$ cat src/rtl/hazard_ctrl_pkg.sv
// Shared pipeline definitions for the five-stage MIPS core sequencing logic:
// stall sequencer states, hazard stall-need encoding and register-zero/nop constants.
package hazard_ctrl_pkg;

    typedef enum logic {
        RUN   = 1'b0,
        STALL = 1'b1
    } stall_state_t;

    typedef enum logic [1:0] {
        NEED_NONE = 2'd0,
        NEED_ONE  = 2'd1,
        NEED_TWO  = 2'd2
    } stall_need_t;

    localparam logic [4:0]  REG_ZERO  = 5'd0;
    localparam logic [31:0] NOP_INSTR = 32'h0000_0000;

    // $zero is never a real producer, so writes to it can never create a hazard.
    function automatic logic src_hit(input logic [4:0] addr,
                                     input logic [4:0] wa,
                                     input logic       uses);
        return uses && (addr == wa) && (addr != REG_ZERO);
    endfunction

endpackage

$ cat src/rtl/hazard_ctrl_detect.sv
// Combinational hazard detector: how many bubbles the ID instruction needs
// before its operands can be forwarded or compared in ID.
module hazard_detect
    import hazard_ctrl_pkg::*;
(
    input  logic [4:0]  i_ID_RSAddr,
    input  logic [4:0]  i_ID_RTAddr,
    input  logic        i_ID_UsesRS,
    input  logic        i_ID_UsesRT,
    input  logic        i_ID_IsBranch,
    input  logic        i_EX_RegWrite,
    input  logic        i_EX_MemRead,
    input  logic [4:0]  i_EX_WriteAddr,
    input  logic        i_MEM_MemRead,
    input  logic [4:0]  i_MEM_WriteAddr,
    output stall_need_t need
);

    logic ex_hit;
    logic mem_hit;

    assign ex_hit  = src_hit(i_ID_RSAddr, i_EX_WriteAddr, i_ID_UsesRS)
                   | src_hit(i_ID_RTAddr, i_EX_WriteAddr, i_ID_UsesRT);
    assign mem_hit = src_hit(i_ID_RSAddr, i_MEM_WriteAddr, i_ID_UsesRS)
                   | src_hit(i_ID_RTAddr, i_MEM_WriteAddr, i_ID_UsesRT);

    // Branches resolve in ID, so they wait for values that ALU-users could forward.
    always_comb begin
        need = NEED_NONE;
        if (i_EX_MemRead && ex_hit) begin
            need = i_ID_IsBranch ? NEED_TWO : NEED_ONE;
        end else if (i_EX_RegWrite && ex_hit && i_ID_IsBranch) begin
            need = NEED_ONE;
        end else if (i_MEM_MemRead && mem_hit && i_ID_IsBranch) begin
            need = NEED_ONE;
        end
    end

endmodule

$ cat src/rtl/hazard_ctrl.sv
// Pipeline sequencing controller: stall sequencer, redirect flush, memory freeze,
// freeze watchdog and saturating stall/flush statistics.
module hazard_ctrl
    import hazard_ctrl_pkg::*;
#(
    parameter int CNT_W   = 16,
    parameter int TIMEOUT = 255
) (
    input  logic             clk,
    input  logic             nrst,
    input  logic [4:0]       i_ID_RSAddr,
    input  logic [4:0]       i_ID_RTAddr,
    input  logic             i_ID_UsesRS,
    input  logic             i_ID_UsesRT,
    input  logic             i_ID_IsBranch,
    input  logic             i_IF_PCSrc,
    input  logic             i_EX_RegWrite,
    input  logic             i_EX_MemRead,
    input  logic [4:0]       i_EX_WriteAddr,
    input  logic             i_MEM_MemRead,
    input  logic [4:0]       i_MEM_WriteAddr,
    input  logic             i_MEM_Access,
    input  logic             i_MEM_Ready,
    output logic             o_IF_PCWrite,
    output logic             o_ID_IFIDWrite,
    output logic             o_ID_IFIDFlush,
    output logic             o_ID_BranchEn,
    output logic             o_EX_Bubble,
    output logic             o_Freeze,
    output logic             o_MemTimeout,
    output logic [CNT_W-1:0] o_StallCount,
    output logic [CNT_W-1:0] o_FlushCount
);

    localparam logic [15:0] TIMEOUT_L = 16'(TIMEOUT);

    stall_state_t     state;
    stall_state_t     state_next;
    logic             cnt;
    logic             cnt_next;
    stall_need_t      need;
    logic             freeze;
    logic             stall;
    logic             go;
    logic [15:0]      fcnt;
    logic [15:0]      fcnt_inc;
    logic             timeout_q;
    logic [CNT_W-1:0] stall_cnt;
    logic [CNT_W-1:0] flush_cnt;

    hazard_detect u_detect (
        .i_ID_RSAddr     (i_ID_RSAddr),
        .i_ID_RTAddr     (i_ID_RTAddr),
        .i_ID_UsesRS     (i_ID_UsesRS),
        .i_ID_UsesRT     (i_ID_UsesRT),
        .i_ID_IsBranch   (i_ID_IsBranch),
        .i_EX_RegWrite   (i_EX_RegWrite),
        .i_EX_MemRead    (i_EX_MemRead),
        .i_EX_WriteAddr  (i_EX_WriteAddr),
        .i_MEM_MemRead   (i_MEM_MemRead),
        .i_MEM_WriteAddr (i_MEM_WriteAddr),
        .need            (need)
    );

    assign freeze = i_MEM_Access & ~i_MEM_Ready;

    always_ff @(posedge clk or negedge nrst) begin
        if (!nrst) begin
            state <= RUN;
            cnt   <= 1'b0;
        end else begin
            state <= state_next;
            cnt   <= cnt_next;
        end
    end

    // A freeze holds the sequencer where it is, so bubbles resume after the freeze.
    always_comb begin
        state_next = state;
        cnt_next   = cnt;
        case (state)
            RUN: begin
                if (!freeze && need == NEED_TWO) begin
                    state_next = STALL;
                    cnt_next   = 1'b0;
                end
            end
            STALL: begin
                if (!freeze && cnt == 1'b0) begin
                    state_next = RUN;
                end
            end
            default: begin
                state_next = RUN;
                cnt_next   = 1'b0;
            end
        endcase
    end

    always_comb begin
        stall = 1'b0;
        case (state)
            RUN:     stall = (need != NEED_NONE);
            STALL:   stall = 1'b1;
            default: stall = 1'b0;
        endcase
        go             = ~(stall | freeze);
        o_Freeze       = freeze;
        o_IF_PCWrite   = go;
        o_ID_IFIDWrite = go;
        o_ID_BranchEn  = go;
        o_EX_Bubble    = stall & ~freeze;
        o_ID_IFIDFlush = i_IF_PCSrc & go;
    end

    assign fcnt_inc = (fcnt == 16'hFFFF) ? fcnt : fcnt + 16'd1;

    always_ff @(posedge clk or negedge nrst) begin
        if (!nrst) begin
            fcnt      <= 16'd0;
            timeout_q <= 1'b0;
        end else if (freeze) begin
            fcnt <= fcnt_inc;
            if (fcnt_inc >= TIMEOUT_L) begin
                timeout_q <= 1'b1;
            end
        end else begin
            fcnt <= 16'd0;
        end
    end

    always_ff @(posedge clk or negedge nrst) begin
        if (!nrst) begin
            stall_cnt <= '0;
            flush_cnt <= '0;
        end else begin
            if (o_EX_Bubble && stall_cnt != {CNT_W{1'b1}}) begin
                stall_cnt <= stall_cnt + 1'b1;
            end
            if (o_ID_IFIDFlush && flush_cnt != {CNT_W{1'b1}}) begin
                flush_cnt <= flush_cnt + 1'b1;
            end
        end
    end

    assign o_MemTimeout = timeout_q;
    assign o_StallCount = stall_cnt;
    assign o_FlushCount = flush_cnt;

endmodule

$ cat config.mk
export PLATFORM = sky130hd
export DESIGN_NAME = hazard_ctrl
export DESIGN_NICKNAME = d
export VERILOG_FILES = /design/src/rtl/hazard_ctrl_pkg.sv /design/src/rtl/hazard_ctrl_detect.sv /design/src/rtl/hazard_ctrl.sv
export SDC_FILE = /design/constraint.sdc
export NUM_CORES = 1
export LEC_CHECK = 0
export CAP_MARGIN = 20
export CELL_PAD_IN_SITES_DETAIL_PLACEMENT = 0
export CELL_PAD_IN_SITES_GLOBAL_PLACEMENT = 1
export CORE_MARGIN = 8
export CORE_UTILIZATION = 40
export DETAILED_ROUTE_END_ITERATION = 10
export GPL_TIMING_DRIVEN = 0
export PLACE_DENSITY = 0.86
export SLEW_MARGIN = 20
export SYNTH_ARGS = -nofsm -noshare
export SYNTH_HDL_FRONTEND = slang
export SYNTH_SLANG_ARGS = --single-unit
export TNS_END_PERCENT = 100
$ cat constraint.sdc
create_clock -name clk -period 6.12 [get_ports clk]
set_input_delay 1.224 -clock clk [delete_from_list [all_inputs] [get_ports clk]]
set_output_delay 1.224 -clock clk [all_outputs]
set_load 0.05 [all_outputs]
==> results.sh, run 1 <==
export IMPL_finalHoldViolations=0
export IMPL_slowest_delay_ps=800
export IMPL_area_delta_synth_final_pct=31.30
export IMPL_cp_end_kind="output pin"
export IMPL_path_clk_slew_ps=90
export IMPL_place_area_um2=3722
export IMPL_clockBufferDepth=2
export IMPL_die_h_um=101.3
export IMPL_grt_total_usage_pct=14.61
export IMPL_yosysWarnings=0
export IMPL_tns_ps=0
export IMPL_cts_setup_buffers=0
export IMPL_tritoncts_num_buffers=5
export IMPL_holdBufCountCts=0
export IMPL_intPower_w=0.0005973
export IMPL_synth_async_reset_ratio_pct=100.0
export IMPL_num_vias=2492
export IMPL_globalplace_congestion=0.7985
export IMPL_cp_buffers_inverters=5
export IMPL_max_freq_mhz=176.0
export IMPL_rsz0062_at_grt="no"
export IMPL_synth_cells=307
export IMPL_critPathLaunchType="primary input"
export IMPL_netlist_area_um2=2910
export IMPL_place_ws_ps=415.5
export IMPL_synth_top_area_cell="dfrtp_1"
export IMPL_synth_area_leaders="dfrtp_1 (43%), xor2_1 (9.3%), xnor2_1 (8.7%), nor2_1 (5.0%), nand3_1 (4.6%)"
export IMPL_die_area_um2=10260
export IMPL_slowest_stage="clkdlybuf4s50_1"
export IMPL_cts_sinks=50
export IMPL_start_util_pct=40.78
export IMPL_p_sw_share_pct=39.02
export IMPL_tritoncts="done"
export IMPL_peakVddDrop_uv=230.2
export IMPL_path_class="in -> out"
export IMPL_drt_first_pass_iters=4
export IMPL_antenna_found_initial=0
export IMPL_p_comb_share_pct=36.7
export IMPL_cts_resized=0
export IMPL_clockPowerShare_pct=20.9
export IMPL_die_x_um=101.3
export IMPL_synth_distinct_cells=47
export IMPL_layout_commonest_cell="clkdlybuf4s50_1"
export IMPL_p_leak_nw=1.563
export IMPL_grt_pass1_wl_um=12120
export IMPL_io_buffers=69
export IMPL_nFillCells=683
export IMPL_layout_min_cycle_time_ps=5682
export IMPL_avgViaCountPerCell=5.159
export IMPL_cp_cell_sequence="clkdlybuf4s50_1 -> or4_1 -> o21ai_2 -> nor4_1 -> o21ai_2 -> nor3b_2 -> buf_6 -> buf_6 -> and2_1 -> buf_4 -> clkdlybuf4s50_1"
export IMPL_worstPathRequired_ps=4900
export IMPL_ys_seq_elements=50
export IMPL_io_pins=70
export IMPL_worst_slack_ps=437.8
export IMPL_power_density_nw_per_um2=256.3
export IMPL_overflow=0
export IMPL_num_rows=31
export IMPL_worstHoldPathType="reg -> reg"
export IMPL_tightest_slew_ps=688.6
export IMPL_drtIter0Drc=86
export IMPL_seqPwrFrac_pct=42.4
export IMPL_layout_nets=417
export IMPL_ant_nets=0
export IMPL_critPathMaxFanout=10
export IMPL_period_share_pct=92.85
export IMPL_finalSetupViolCount=0
export IMPL_cp_arrival_ps=4460
export IMPL_synth_edff_count=0
export IMPL_slew_violations=0
export IMPL_grt_max_degree=51
export IMPL_cap_viol_max_count=0
export IMPL_synth_avg_cell_area_um2=9.480
export IMPL_p_sw_w=0.0003822
export IMPL_fin_area_um2=3821
export IMPL_max_slew_margin_pct=53.74
export IMPL_mostFrequentLayoutCells="clkdlybuf4s50_1 (68), dfrtp_1 (50), nor2_1 (39), xor2_1 (31), xnor2_1 (29)"
export IMPL_fin_cells=483
export IMPL_totalPowerFinal_w=0.0009795
export IMPL_first_global_vias=2551
export IMPL_clk_root_buffer_cell="clkbuf_8"
export IMPL_drive_above_1_share_pct=7.292
export IMPL_skew_ps=8.418
export IMPL_dp_cells=475
export IMPL_remaining_drc_errors=0
export IMPL_status="finished clean"
export IMPL_ys_flop_type="dfrtp_1"
export IMPL_crit_family="buffers and inverters"
export IMPL_seq_area_frac_synth_pct=42.99
export IMPL_routed_wl_um=7007
export IMPL_synth_top_cell_area_share_pct=42.99
export IMPL_htreeDepth=2
export IMPL_core_um2=7137
export IMPL_syn_nets=341
export IMPL_diodes=0
export IMPL_clk_latency_ps=300
export IMPL_wire_per_inst_um=14.51
export IMPL_dpl_hpwl_um=5437
## path summary, 6_finish.rpt
kind / start / end / slack, ps / depth (start not counted)
hold reg to reg: o_StallCount[13] / o_StallCount[13] / 490 / 1
min in group asynchronous: nrst / fcnt[5] / 930 / 1
setup / recovery: i_ID_RSAddr[0] / o_ID_IFIDWrite / 440 / 11
setup reg to reg: fcnt[0] / o_MemTimeout / 3450 / 6
max in group asynchronous: nrst / o_StallCount[3] / 4770 / 1
hold / removal: o_StallCount[13] / o_StallCount[13] / 490 / 1
## stage by stage
stage / utilization [%] / hold slack (ps)
6_report: 53.54 / 493.1
5_1_grt: 53.54 / 538.3
4_1_cts: 53.54 / 502.4
3_5_place_dp: 52.16 / 486.4
3_3_place_gp: 52.19 / 480.7
2_1_floorplan: - / 463.4
## power groups by stage
stage          Sequential [W]  Clock, W  Combinational [W]
2_1_floorplan        0.000543         0          0.0000970
3_3_place_gp         0.000422         0           0.000359
3_5_place_dp         0.000422         0           0.000362
4_1_cts              0.000417  0.000213           0.000364
5_1_grt              0.000422  0.000226           0.000382
6_report             0.000415  0.000205           0.000359
## layout make-up
cell class	count	area (um^2)	share of cell area, %
sequential	50	1251	32.74
timing repair buffer	69	688.2	18.01
multi-input combinational	243	1583	41.42
tap	99	123.9	3.242
inverter	7	26.28	0.6876
clock inverter	2	16.27	0.4257
buffer	7	50.05	1.310
clock buffer	6	82.58	2.161
## logic make-up after synthesis
group           after synthesis  share of synthesized area, %
buf+inv                      14                         2.622
compound gates               27                         6.664
simple gates                149                         26.87
xor+xnor                     60                         18.06
flops                        50                         42.99
fa+ha+maj                     3                         1.290
mux                           4                         1.505
## registers in the layout (all words and copies together) (netlist names)
name          cells
fcnt             16
o_FlushCount     16
o_MemTimeout      1
o_StallCount     16
state             1
## cell usage after synthesis (all sizes together), types with 3 or more instances
master / n
a21oi: 4
and2: 5
xor2: 31
mux2: 3
or3: 3
nor2: 39
dfrtp: 50
o21ai: 8
buf: 5
xnor2: 29
nor4b: 5
nor3: 12
nor4: 5
and3: 3
nand3: 27
nand2: 24
nand4: 12
ha: 3
nor3b: 4
inv: 6
nand2b: 4
## layer usage
layer  routed length [um]  up-vias  GRT usage [%]
li1                     -     1228              -
met1                 3053     1181          18.13
met2                 3346       76          23.63
met3                  528        7          4.948
met4                   78        0          3.895
met5                    0        -              0
## worst reg2reg max path, delay by kind of cell, from the launching register on
family,cells,cell delay (ps)
simple gates,2,1020
flops,1,410
fa+ha+maj,1,300
compound gates,3,830
No activity file was read; power rests on OpenSTA's default activity.
==> run 2: changes to the inputs <==
--- a/config.mk
+++ b/config.mk
@@ -5,6 +5,7 @@
 export SDC_FILE = /design/constraint.sdc
 export NUM_CORES = 1
 export LEC_CHECK = 0
+export ABC_AREA = 1
 export CAP_MARGIN = 20
 export CELL_PAD_IN_SITES_DETAIL_PLACEMENT = 0
 export CELL_PAD_IN_SITES_GLOBAL_PLACEMENT = 1
@@ -12,7 +13,7 @@
 export CORE_UTILIZATION = 40
 export DETAILED_ROUTE_END_ITERATION = 10
 export GPL_TIMING_DRIVEN = 0
-export PLACE_DENSITY = 0.86
+export PLACE_DENSITY = 0.88
 export SLEW_MARGIN = 20
 export SYNTH_ARGS = -nofsm -noshare
 export SYNTH_HDL_FRONTEND = slang
==> run 2 against run 1 <==
Against the previous run:
- worst hold slack worse by 17 ps
- via count up 39%
- fmax up 10%
- sequential cell count unchanged
==> results.sh, run 2 <==
export IMPL_die_x_um=109.6
export IMPL_power_density_nw_per_um2=196.0
export IMPL_cap_viol_max_count=0
export IMPL_critPathMaxFanout=12
export IMPL_multi_input_area_um2=1929
export IMPL_wire_per_inst_um=12.62
export IMPL_synth_top_area_cell="dfrtp_1"
export IMPL_io_buffers=68
export IMPL_overflow=0
export IMPL_cp_buffers_inverters=5
export IMPL_num_vias=3471
export IMPL_ant_nets=0
export IMPL_remaining_drc_errors=0
export IMPL_tritoncts="done"
export IMPL_synth_top_cell_area_share_pct=35.68
export IMPL_cts_sinks=50
export IMPL_finalHoldViolations=0
export IMPL_drive_above_1_share_pct=7.563
export IMPL_path_class="in -> out"
export IMPL_slowest_stage="clkdlybuf4s50_1"
export IMPL_cts_resized=0
export IMPL_antenna_found_initial=0
export IMPL_synth_most_common_cell="nand2_1"
export IMPL_seq_area_frac_synth_pct=35.68
export IMPL_peakVddDrop_uv=156.1
export IMPL_clockBufferDepth=2
export IMPL_tritoncts_num_buffers=5
export IMPL_worstHoldPathType="reg -> reg"
export IMPL_synth_top_cells_by_count="nand2_1 (186), inv_1 (54), dfrtp_1 (50)"
export IMPL_routed_wl_um=8873
export IMPL_area_delta_synth_final_pct=25.90
export IMPL_syn_nets=553
export IMPL_cp_cell_sequence="clkdlybuf4s50_1 -> inv_1 -> nand3_1 -> nor2_1 -> nor2_1 -> nand2_1 -> nand2_1 -> nand2_1 -> nand2_2 -> nor3_4 -> buf_4 -> buf_4 -> clkdlybuf4s50_1"
export IMPL_mostFrequentLayoutCells="nand2_1 (186), clkdlybuf4s50_1 (67), inv_1 (54), dfrtp_1 (50), nor2_1 (46)"
export IMPL_start_util_pct=40.81
export IMPL_nFillCells=857
export IMPL_finalSetupViolCount=0
export IMPL_cts_setup_buffers=0
export IMPL_layout_nets=628
export IMPL_die_area_um2=12020
export IMPL_dpl_hpwl_um=6852
export IMPL_critPathLaunchType="primary input"
export IMPL_ys_flop_type="dfrtp_1"
export IMPL_regArea_um2=1251
export IMPL_status="finished clean"
export IMPL_skew_ps=12.46
export IMPL_grt_max_degree=51
export IMPL_drt_first_pass_iters=4
export IMPL_drtIter0Drc=91
export IMPL_grt_total_usage_pct=15.41
export IMPL_tns_ps=0
export IMPL_io_pins=70
export IMPL_cp_arrival_ps=3940
export IMPL_core_um2=8593
export IMPL_rsz0062_at_grt="no"
export IMPL_period_share_pct=84.40
export IMPL_synth_edff_count=0
export IMPL_num_rows=34
export IMPL_htreeDepth=2
export IMPL_slowest_delay_ps=800
export IMPL_worstPathRequired_ps=4900
export IMPL_synth_async_reset_ratio_pct=100.0
export IMPL_synth_distinct_cells=35
export IMPL_max_freq_mhz=193.6
export IMPL_fin_util_pct=51.38
export IMPL_avgViaCountPerCell=4.937
export IMPL_clk_latency_ps=310
export IMPL_clk_root_buffer_cell="clkbuf_8"
export IMPL_diodes=0
export IMPL_p_leak_nw=2.131
export IMPL_layout_commonest_cell="nand2_1"
export IMPL_tightest_slew_ps=654.5
export IMPL_yosysWarnings=0
export IMPL_holdBufCountCts=0
export IMPL_globalplace_congestion=0.8539
export IMPL_die_h_um=109.6
export IMPL_synth_cells=519
export IMPL_netlist_area_um2=3507
export IMPL_grt_pass1_wl_um=15320
export IMPL_cp_common_cell="nand2_1"
export IMPL_ys_seq_elements=50
export IMPL_synth_avg_cell_area_um2=6.757
export IMPL_crit_family="buffers and inverters"
export IMPL_slew_violations=0
export IMPL_path_clk_slew_ps=100
export IMPL_first_global_vias=3327
export IMPL_cp_end_kind="output pin"
export IMPL_synth_area_leaders="dfrtp_1 (36%), nand2_1 (20%), nand3_1 (6.4%), inv_1 (5.8%), xor2_1 (5.2%)"
export IMPL_max_slew_margin_pct=56.37
export IMPL_layout_min_cycle_time_ps=5166
[run 2: cell type report]
| cell class | instances | area share (%) |
|---|---|---|
| Buffer | 12 | 1.615 |
| Clock buffer | 6 | 1.870 |
| Clock inverter | 2 | 0.2834 |
| Inverter | 68 | 5.781 |
| Multi-Input combinational cell | 389 | 43.70 |
| Sequential cell | 50 | 28.34 |
| Tap cell | 108 | 3.060 |
| Timing Repair Buffer | 68 | 15.36 |
[run 2: logic make-up after synthesis]
group                      after synthesis  share of synthesized area (%)
and+or+nand+nor                        335                          43.17
adders and majority gates                3                          1.070
xor gates and xnor gates                32                          7.991
AOI/OAI and AO/OA                       19                          2.783
buffers and inverters                   80                          9.311
DFF                                     50                          35.68
[run 2: report_power, final]
group / total [W] / switching (W) / internal, W
clock: 0.000205 / 0.000114 / 0.0000912
combinational: 0.000272 / 0.000172 / 0.0000992
sequential: 0.000389 / 0.0000360 / 0.000353
total: 0.000865 / 0.000322 / 0.000543
[run 2: final timing paths]
path / startpoint / end / slack (ps) / cells after the start
setup / recovery: i_ID_RTAddr[3] / o_ID_IFIDWrite / 950 / 13
hold / removal: o_MemTimeout / o_MemTimeout / 480 / 2
setup reg to reg: o_StallCount[0] / o_StallCount[13] / 3920 / 9
hold reg to reg: o_MemTimeout / o_MemTimeout / 480 / 2
max in group asynchronous: nrst / o_StallCount[8] / 4730 / 1
min in group asynchronous: nrst / o_FlushCount[8] / 920 / 1
[run 2: layer usage]
metal  wire length [um]  GRT usage (%)  vias to the layer above
met1               4303          20.57                     1620
met2               4166          25.06                       48
met4                 88          3.761                        0
li1                   -              -                     1793
met5                  0              0                        -
met3                315          2.989                       10
[run 2: worst register-to-register path: stages (launching register included)]
cell	delay, ps
dfrtp_1	460
ha_1	220
nand3_1	150
nor2_1	250
nand2_1	150
nor3_1	150
nand2_1	200
clkbuf_1	290
nand3_1	170
nand2_1	60
[run 2: metrics by stage]
stage | hold WS (ps) | setup WS (ps) | power, W | std cells | area (um^2)
2_1_floorplan | 505.5 | 2309 | 0.0005597 | 519 | 3507
3_3_place_gp | 453.3 | 962.2 | 0.0006646 | 695 | 4323
3_5_place_dp | 457.4 | 940.2 | 0.0006689 | 695 | 4320
4_1_cts | 483.0 | 948.4 | 0.0008804 | 703 | 4415
5_1_grt | 500.7 | 731.1 | 0.0009142 | 703 | 4415
6_report | 476.3 | 954.4 | 0.0008654 | 703 | 4415
==> run 3: changes to the inputs <==
--- a/config.mk
+++ b/config.mk
@@ -10,10 +10,10 @@
 export CELL_PAD_IN_SITES_DETAIL_PLACEMENT = 0
 export CELL_PAD_IN_SITES_GLOBAL_PLACEMENT = 1
 export CORE_MARGIN = 8
-export CORE_UTILIZATION = 40
+export CORE_UTILIZATION = 37
 export DETAILED_ROUTE_END_ITERATION = 10
 export GPL_TIMING_DRIVEN = 0
-export PLACE_DENSITY = 0.88
+export PLACE_DENSITY = 0.82
 export SLEW_MARGIN = 20
 export SYNTH_ARGS = -nofsm -noshare
 export SYNTH_HDL_FRONTEND = slang
==> constraint.sdc (replaced) <==
create_clock -name clk -period 4.8 [get_ports clk]
set_input_delay 0.96 -clock clk [delete_from_list [all_inputs] [get_ports clk]]
set_output_delay 0.96 -clock clk [all_outputs]
set_load 0.05 [all_outputs]
==> run 3 against run 2 <==
Against the previous run:
- power rose by 33%
- final cell count increased by 2.8%
- worst hold slack lost 8.4 ps
- utilization shrank 3.1 points
- die area grew 6.9%
- critical path depth grew 2
- critical path type unchanged
- critical endpoint is now o_EX_Bubble
- highest routed layer unchanged
==> results.sh, run 3 (synthesized netlist as in run 2, its figures left out) <==
export IMPL_status="finished clean"
export IMPL_critPathMaxFanout=10
export IMPL_slowest_stage="clkdlybuf4s50_1"
export IMPL_p_comb_share_pct=29.9
export IMPL_routed_wl_um=8853
export IMPL_grt_max_degree=51
export IMPL_globalplace_congestion=0.8566
export IMPL_p_leak_nw=2.151
export IMPL_cp_buffers_inverters=5
export IMPL_grt_total_usage_pct=13.89
export IMPL_antenna_found_initial=0
export IMPL_tightest_slew_ps=648.3
export IMPL_area_delta_synth_final_pct=27.29
export IMPL_cts_setup_buffers=0
export IMPL_cp_end_kind="output pin"
export IMPL_period_share_pct=94.28
export IMPL_overflow=0
export IMPL_cp_cell_sequence="clkdlybuf4s50_1 -> inv_1 -> nand2_1 -> nand2_1 -> inv_2 -> nand2_1 -> nor2_1 -> nand2_1 -> nand2_1 -> nand3_1 -> nand2_1 -> nor2_4 -> nor2_8 -> buf_2 -> clkdlybuf4s50_1"
export IMPL_fin_cells=723
export IMPL_drtIter0Drc=144
export IMPL_layout_commonest_cell="nand2_1"
export IMPL_finalSetupViolCount=0
export IMPL_die_area_um2=12850
export IMPL_path_class="in -> out"
export IMPL_crit_family="buffers and inverters"
export IMPL_mostFrequentLayoutCells="nand2_1 (186), clkdlybuf4s50_1 (65), inv_1 (54), dfrtp_1 (50), nor2_1 (46)"
export IMPL_tritoncts_num_buffers=5
export IMPL_skew_ps=11.57
export IMPL_slowest_delay_ps=840
export IMPL_clk_latency_ps=310
export IMPL_max_slew_margin_pct=56.78
export IMPL_nFillCells=975
export IMPL_cap_viol_max_count=0
export IMPL_worstHoldPathType="reg -> reg"
export IMPL_clockBufferDepth=2
export IMPL_worstPathRequired_ps=3840
export IMPL_io_pins=70
export IMPL_intPower_w=0.0007422
export IMPL_tns_ps=0
export IMPL_io_buffers=68
export IMPL_wire_per_inst_um=12.24
export IMPL_drive_above_1_share_pct=7.407
export IMPL_die_x_um=113.4
export IMPL_clockPowerShare_pct=27.0
export IMPL_dpl_hpwl_um=6895
export IMPL_cp_arrival_ps=3570
export IMPL_path_clk_slew_ps=100
export IMPL_dp_cells=716
export IMPL_die_h_um=113.4
export IMPL_htreeDepth=2
export IMPL_first_global_vias=3322
export IMPL_layout_nets=628
export IMPL_grt_pass1_wl_um=14970
export IMPL_cts_sinks=50
export IMPL_remaining_drc_errors=0
export IMPL_layout_min_cycle_time_ps=4525
export IMPL_clk_root_buffer_cell="clkbuf_8"
export IMPL_power_density_nw_per_um2=257.4
export IMPL_avgViaCountPerCell=4.712
export IMPL_slew_violations=0
export IMPL_rsz0062_at_grt="no"
export IMPL_cp_common_cell="nand2_1"
export IMPL_seqPwrFrac_pct=43.1
export IMPL_num_vias=3407
export IMPL_drt_first_pass_iters=6
export IMPL_diodes=0
export IMPL_critPathLaunchType="primary input"
export IMPL_max_freq_mhz=221.0
export IMPL_core_um2=9240
export IMPL_finalHoldViolations=0
export IMPL_p_sw_w=0.0004070
export IMPL_start_util_pct=37.96
export IMPL_ant_nets=0
export IMPL_tritoncts="done"
export IMPL_p_sw_share_pct=35.42
export IMPL_peakVddDrop_uv=179.2
export IMPL_num_rows=35
## run 3: changes by cell type in the layout (fill, tap and decap cells not counted), sizes merged
cell / delta
bufinv: +1
dlymetal6s2s: +2
clkinv: -1
clkdlybuf4s50: -2
clkinvlp: -1
## run 3: cell type report
class                      instances  area, um^2  share of cell area [%]
clock buffer                       6       82.58                   1.850
tap                              129       161.4                   3.615
clock inverter                     1       30.03                  0.6726
inverter                          68       255.2                   5.717
sequential                        50        1251                   28.03
multi-input combinational        389        1929                   43.22
timing repair buffer              68       683.2                   15.30
buffer                            12       71.32                   1.598
## run 3: worst min-delay path: stages, from the launching register on
cell     delay [ps]
dfrtp_1         350
inv_1            40
nand2_1          50
## run 3: path summary, 6_finish.rpt
kind | start | endpoint | slack (ps) | cells after the start
worst max-delay path | i_EX_WriteAddr[1] | o_EX_Bubble | 270 | 15
worst min-delay path | o_MemTimeout | o_MemTimeout | 470 | 2
worst max register to register | fcnt[0] | o_MemTimeout | 2570 | 12
worst min register to register | o_MemTimeout | o_MemTimeout | 470 | 2
max in group asynchronous | nrst | o_StallCount[2] | 3680 | 1
min in group asynchronous | nrst | o_FlushCount[8] | 680 | 1
## run 3: power groups by stage
stage / logic [W] / registers [W] / clock network, W
after global placement: 0.000345 / 0.000504 / 0
final: 0.000343 / 0.000495 / 0.000310
after CTS: 0.000349 / 0.000496 / 0.000323
after floorplan: 0.000121 / 0.000592 / 0
after detailed placement: 0.000349 / 0.000503 / 0
after global routing: 0.000371 / 0.000503 / 0.000339
## run 3: routing by layer
metal	GRT usage (%)	wire (um)
met3	3.568	460
met4	2.931	51
met2	22.86	4005
met1	17.88	4336
met5	0	0
## run 3: through the flow
stage / worst slack (ps) / hold slack (ps) / utilization (%) / power [W] / instance area (um^2)
2_1_floorplan: 1517 / 505.5 / - / 0.0007136 / 3507
3_3_place_gp: 176.4 / 450.7 / 47.07 / 0.0008489 / 4349
3_5_place_dp: 152.8 / 447.9 / 47.04 / 0.0008516 / 4347
4_1_cts: 142.4 / 473.0 / 48.26 / 0.001168 / 4459
5_1_grt: 22.00 / 514.3 / 48.31 / 0.001213 / 4464
6_report: 274.6 / 467.9 / 48.31 / 0.001149 / 4464
## run 3: repair_timing
item / 4_1_cts / 5_1_grt
hold buffers: 0 / 0
setup endpoints to repair: 0 / 2
resized for setup: 0 / 2
